--- src/rtl/branch_predictor.sv ---
// Fetch-side branch predictor: direct-mapped BTB with a 2-bit saturating
// counter per entry. Lookup is combinational on the fetch PC. Training comes
// from ID, one resolved control-transfer instruction per upd_en strobe.
//
// Ports:
//   clk, reset        - clock, synchronous active-high reset
//   pred_pc           - fetch PC being looked up
//   pred_br_taken     - predicted taken (combinational)
//   pred_br_target    - predicted next PC (combinational, pred_pc+4 if not taken)
//   upd_en            - update strobe from ID
//   upd_inst_addr     - PC of the resolved instruction
//   upd_br_inst       - instruction is b/bl/jirl/beq/bne
//   upd_cond_br_inst  - instruction is beq/bne
//   upd_br_taken      - resolved direction
//   upd_br_target     - resolved taken target (low 2 bits ignored)
//   stat_lookups_hit  - accepted updates that hit an entry
//   stat_updates      - accepted updates
module branch_predictor #(
  parameter int unsigned IDX_W = 4,
  parameter int unsigned TAG_W = 30 - IDX_W
) (
  input  logic        clk,
  input  logic        reset,
  input  logic [31:0] pred_pc,
  output logic        pred_br_taken,
  output logic [31:0] pred_br_target,
  input  logic        upd_en,
  input  logic [31:0] upd_inst_addr,
  input  logic        upd_br_inst,
  input  logic        upd_cond_br_inst,
  input  logic        upd_br_taken,
  input  logic [31:0] upd_br_target,
  output logic [31:0] stat_lookups_hit,
  output logic [31:0] stat_updates
);

  localparam int unsigned ENTRIES = 2 ** IDX_W;

  // Entry storage (flops)
  logic             valid_q   [ENTRIES];
  logic [TAG_W-1:0] tag_q     [ENTRIES];
  logic [29:0]      target_q  [ENTRIES];
  logic             is_cond_q [ENTRIES];
  logic [1:0]       ctr_q     [ENTRIES];

  // Lookup side
  logic [IDX_W-1:0] pred_idx;
  logic [TAG_W-1:0] pred_tag;
  logic             pred_hit;

  assign pred_idx = pred_pc[IDX_W+1:2];
  assign pred_tag = pred_pc[31:IDX_W+2];
  assign pred_hit = valid_q[pred_idx] && (tag_q[pred_idx] == pred_tag);

  // Unconditional branches that hit are always taken; conditionals use ctr MSB
  assign pred_br_taken  = pred_hit && (!is_cond_q[pred_idx] || ctr_q[pred_idx][1]);
  assign pred_br_target = pred_br_taken ? {target_q[pred_idx], 2'b00}
                                        : pred_pc + 32'd4;

  // Update side
  logic [IDX_W-1:0] upd_idx;
  logic [TAG_W-1:0] upd_tag;
  logic             upd_accept;
  logic             upd_hit;
  logic [1:0]       ctr_next;

  assign upd_idx    = upd_inst_addr[IDX_W+1:2];
  assign upd_tag    = upd_inst_addr[31:IDX_W+2];
  assign upd_accept = upd_en && upd_br_inst;
  assign upd_hit    = valid_q[upd_idx] && (tag_q[upd_idx] == upd_tag);

  // Saturating counter step on a hit; unconditional branches leave it alone
  always_comb begin
    ctr_next = ctr_q[upd_idx];
    if (upd_cond_br_inst) begin
      if (upd_br_taken && (ctr_q[upd_idx] != 2'b11)) begin
        ctr_next = ctr_q[upd_idx] + 2'd1;
      end else if (!upd_br_taken && (ctr_q[upd_idx] != 2'b00)) begin
        ctr_next = ctr_q[upd_idx] - 2'd1;
      end
    end
  end

  // Byte-offset bits carry no information for word-aligned instructions
  logic unused_low_bits;
  assign unused_low_bits = ^{pred_pc[1:0], upd_inst_addr[1:0], upd_br_target[1:0]};

  // Table training and statistics; reset takes priority over a pending update
  always_ff @(posedge clk) begin
    if (reset) begin
      for (int unsigned i = 0; i < ENTRIES; i++) begin
        valid_q[IDX_W'(i)] <= 1'b0;
        ctr_q[IDX_W'(i)]   <= 2'b01;
      end
      stat_lookups_hit <= 32'd0;
      stat_updates     <= 32'd0;
    end else if (upd_accept) begin
      stat_updates <= stat_updates + 32'd1;
      if (upd_hit) begin
        stat_lookups_hit   <= stat_lookups_hit + 32'd1;
        is_cond_q[upd_idx] <= upd_cond_br_inst;
        ctr_q[upd_idx]     <= ctr_next;
        if (upd_br_taken) begin
          target_q[upd_idx] <= upd_br_target[31:2];
        end
      end else if (upd_br_taken) begin
        // Allocate, evicting whatever aliases to this index
        valid_q[upd_idx]   <= 1'b1;
        tag_q[upd_idx]     <= upd_tag;
        target_q[upd_idx]  <= upd_br_target[31:2];
        is_cond_q[upd_idx] <= upd_cond_br_inst;
        ctr_q[upd_idx]     <= upd_cond_br_inst ? 2'b10 : 2'b11;
      end
    end
  end

endmodule

--- config.mk ---
export PLATFORM = sky130hd
export DESIGN_NAME = branch_predictor
export DESIGN_NICKNAME = d
export VERILOG_FILES = /design/src/rtl/branch_predictor.sv
export SDC_FILE = /design/constraint.sdc
export NUM_CORES = 1
export LEC_CHECK = 0
export ABC_AREA = 1
export CELL_PAD_IN_SITES_DETAIL_PLACEMENT = 1
export CELL_PAD_IN_SITES_GLOBAL_PLACEMENT = 1
export CORE_MARGIN = 3
export CORE_UTILIZATION = 52
export DETAILED_ROUTE_END_ITERATION = 8
export GPL_ROUTABILITY_DRIVEN = 0
export PLACE_DENSITY_LB_ADDON = 0.1
export SLEW_MARGIN = 5
export SYNTH_ARGS = -nofsm -noshare
export SYNTH_HDL_FRONTEND = slang
export SYNTH_SLANG_ARGS = --single-unit
--- constraint.sdc ---
create_clock -name clk -period 11.1 [get_ports clk]
set_input_delay 1.665 -clock clk [delete_from_list [all_inputs] [get_ports clk]]
set_output_delay 1.665 -clock clk [all_outputs]
set_load 0.005 [all_outputs]
==> out/metrics.yaml <==
clock_tree:
  cts-root-buf: "clkbuf_16"
  cts-htree-levels: 3
  cts_buffers: 107
  cts_tree: "built"
  cts_max_path_buffers: 3
  cts_hold_buf: 0
  path_clk_slew_ns: 0.06
  cts.sinks: 1024
  cts_setup_buffers: 0
  ctsResizeCount: 0
  clock_latency_ns: 0.72
place:
  post_dp_cell_area_sq_um: 51600
  hpwl_microns: 98000
  placement.io_buffers: 194
pwr:
  power_switching_w: 0.00216
  combPwrFrac: 0.088
  seq_power_share: 0.485
  clockPowerShare: 0.427
  p_leak_nw: 20.2
  power.total_w: 0.00872
  peakVddDrop_mv: 0.141
  swShare: 0.248
  internal-power_w: 0.00656
  p_per_area_nw_per_um2: 158
synthesis:
  yosys.area.top_type_share: 0.582
  yosysTopAreaCell: "edfxtp_1"
  ys.flop_type: "edfxtp_1"
  synth.distinct_cells: 48
  synth.top_cells.by_count: "nand2_1, edfxtp_1, o21ai_0, nor2_1, inv_1"
  syn_inst: 5142
  synth.area.top_cells: "edfxtp_1, nand2_1, o21ai_0, nor2_1, dfxtp_1"
  yosys_register_bits: 1024
  yosysWarnings: 0
  synth_area_sq_um: 48700
  syn-num-nets: 5249
  synth_most_common_cell: "nand2_1"
  async_reset_ff_frac: 0
  synth.avg_cell_area_sq_um: 9.47
  ys_seq_area_frac: 0.615
  synth_edf_count: 944
die:
  die_w_microns: 312
  coreArea_sq_um: 92200
  ioPinCount: 199
  initial_core_util: 0.528
  fp.dieH_microns: 312
  fp-row-count: 111
  dieArea_sq_um: 97300
route:
  avgViaCountPerCell: 6.17
  vias: 40400
  ant_nets: 0
  drt-pass1-iter-count: 6
  wirelength_microns: 172000
  drc: 0
  drtIter0Drc: 4353
  avgRoutedWirePerCell_microns: 26.2
global_routing:
  antenna_found_initial: 11
  grt-ovfl-total: 0
  grt_pass1_vias: 41600
  grt_pass1_wl_microns: 255000
  grt_usage: 0.346
  grt_max_degree: 249
timing:
  fin_setup_tns_ns: 0
  maxSlewViolCount: 0
  max_freq_mhz: 117
  rsz0062_at_grt: "no"
  relSlewSlack: 0.177
  min_period_ns: 8.58
  period_share: 0.773
  finalSetupViolations: 0
  worst_slew_pin_slew_ns: 1.23
  fin_worst_skew_ns: 0.0382
  hold_viol: 0
setup_path:
  crit_type: "in -> out"
  cpPeakStageDelay_ns: 0.70
  cp_max_fo: 158
  startpoint_type: "input pin"
  worstPathRequired_ns: 9.44
  worstPathCellList: "buf_8 -> inv_8 -> buf_4 -> a21oi_1 -> o21ai_0 -> o21ai_0 -> nand2_1 -> nand2_1 -> inv_1 -> nand2_1 -> nand2_1 -> o21ai_1 -> nor2_1 -> nand2_1 -> nor2_1 -> nand2_2 -> nor2_8 -> nor2_1 -> nor2_1 -> clkdlybuf4s50_1"
  slowest_stage: "buf_4"
  cp_common_cell: "nand2_1"
  endpoint_kind: "output port"
  cp_data_arrival_time_ns: 6.92
hold_path:
  hold_path.class: "reg -> reg"
cells_and_area:
  finish.instance_area_sq_um: 55200
  syn_to_final_growth_pct: 13.5
  drive_above_1_share: 0.0603
  regArea_sq_um: 29900
  multi_input_area_sq_um: 16200
  fill_cells: 10300
  fin_nets: 5320
run_status:
  status: "completed"
run:
  maxCapViolCount: 0
## critical path, delay by kind of cell
family	cells	cell delay (ns)
AND/OR/NAND/NOR	11	2.18
AO/OA/AOI/OAI	4	0.56
buffers and inverters	5	2.31
## power groups by stage
| stage | Clock [W] | Sequential (W) | Combinational (W) |
|---|---|---|---|
| 2_1_floorplan | 0 | 0.00431 | 0.000427 |
| 3_3_place_gp | 0 | 0.00431 | 0.000718 |
| 3_5_place_dp | 0 | 0.00431 | 0.000743 |
| 4_1_cts | 0.00375 | 0.00423 | 0.000755 |
| 5_1_grt | 0.00391 | 0.00423 | 0.000830 |
| 6_report | 0.00372 | 0.00423 | 0.000768 |
## stage by stage
stage / hold WS [ns] / setup slack (ns) / cells / util
global route: 0.515 / 2.17 / 6552 / 0.599
finish: 0.491 / 2.52 / 6556 / 0.599
global placement: 0.463 / 2.83 / 6347 / 0.560
detailed placement: 0.476 / 2.70 / 6347 / 0.560
floorplan: 0.444 / 5.73 / 5142 / -
CTS: 0.493 / 2.61 / 6547 / 0.599
## sequential cells by signal, indices dropped and copies added, names as in the netlist
| register | count |
|---|---|
| stat_lookups_hit | 32 |
| stat_updates | 32 |
| target_q | 480 |
| valid_q | 16 |
| tag_q | 416 |
| is_cond_q | 16 |
| ctr_q | 32 |
## per-layer routing
| metal | share of wire | vias up | global-route usage |
|---|---|---|---|
| li1 | - | 17800 | - |
| met1 | 0.40 | 20200 | 0.468 |
| met2 | 0.47 | 1995 | 0.553 |
| met3 | 0.088 | 364 | 0.0568 |
| met4 | 0.042 | 6 | 0.155 |
| met5 | 0.00026 | - | 0 |
## worst paths after layout
path                    start              endpoint  slack [ns]  cells after the start
max                pred_pc[2]    pred_br_target[30]        2.52                     20
min          stat_updates[28]      stat_updates[28]        0.49                      2
max reg2reg       tag_q[0][6]  stat_lookups_hit[29]        6.67                     16
min reg2reg  stat_updates[28]      stat_updates[28]        0.49                      2
## cells in the final DEF, fill, tap and decap left out, types with 12 or more instances in the layout
cell type,instances
o21ai_1,41
edfxtp_1,944
bufinv_16,14
clkinv_2,25
nand3_1,171
o211ai_1,38
o22ai_1,89
clkbuf_1,20
nor2_1,533
inv_1,337
o21ai_0,646
nor3_1,56
a21oi_1,206
clkinv_1,23
xnor2_1,13
nor4_1,12
dfxtp_1,80
nor2_4,44
clkbuf_16,107
clkdlybuf4s50_1,188
o221ai_1,52
buf_4,70
nand2_1,1360
nand4_1,80
xor2_1,57
## cell families after synthesis
family          Yosys count  share of synthesized area
fa+ha+maj                 5                    0.00128
simple gates           2291                      0.192
compound gates         1096                      0.122
xor+xnor                 70                     0.0126
flops                  1024                      0.615
buf+inv                 656                     0.0566
## cell type report
cell class | count | area share
Sequential cell | 1024 | 0.542
Timing Repair Buffer | 266 | 0.0459
Clock buffer | 131 | 0.0508
Antenna cell | 9 | 0.000408
Inverter | 352 | 0.0242
Clock inverter | 69 | 0.0145
Multi-Input combinational cell | 3462 | 0.294
Tap cell | 1243 | 0.0281
Note: power is estimated with default switching activity, not from simulation.
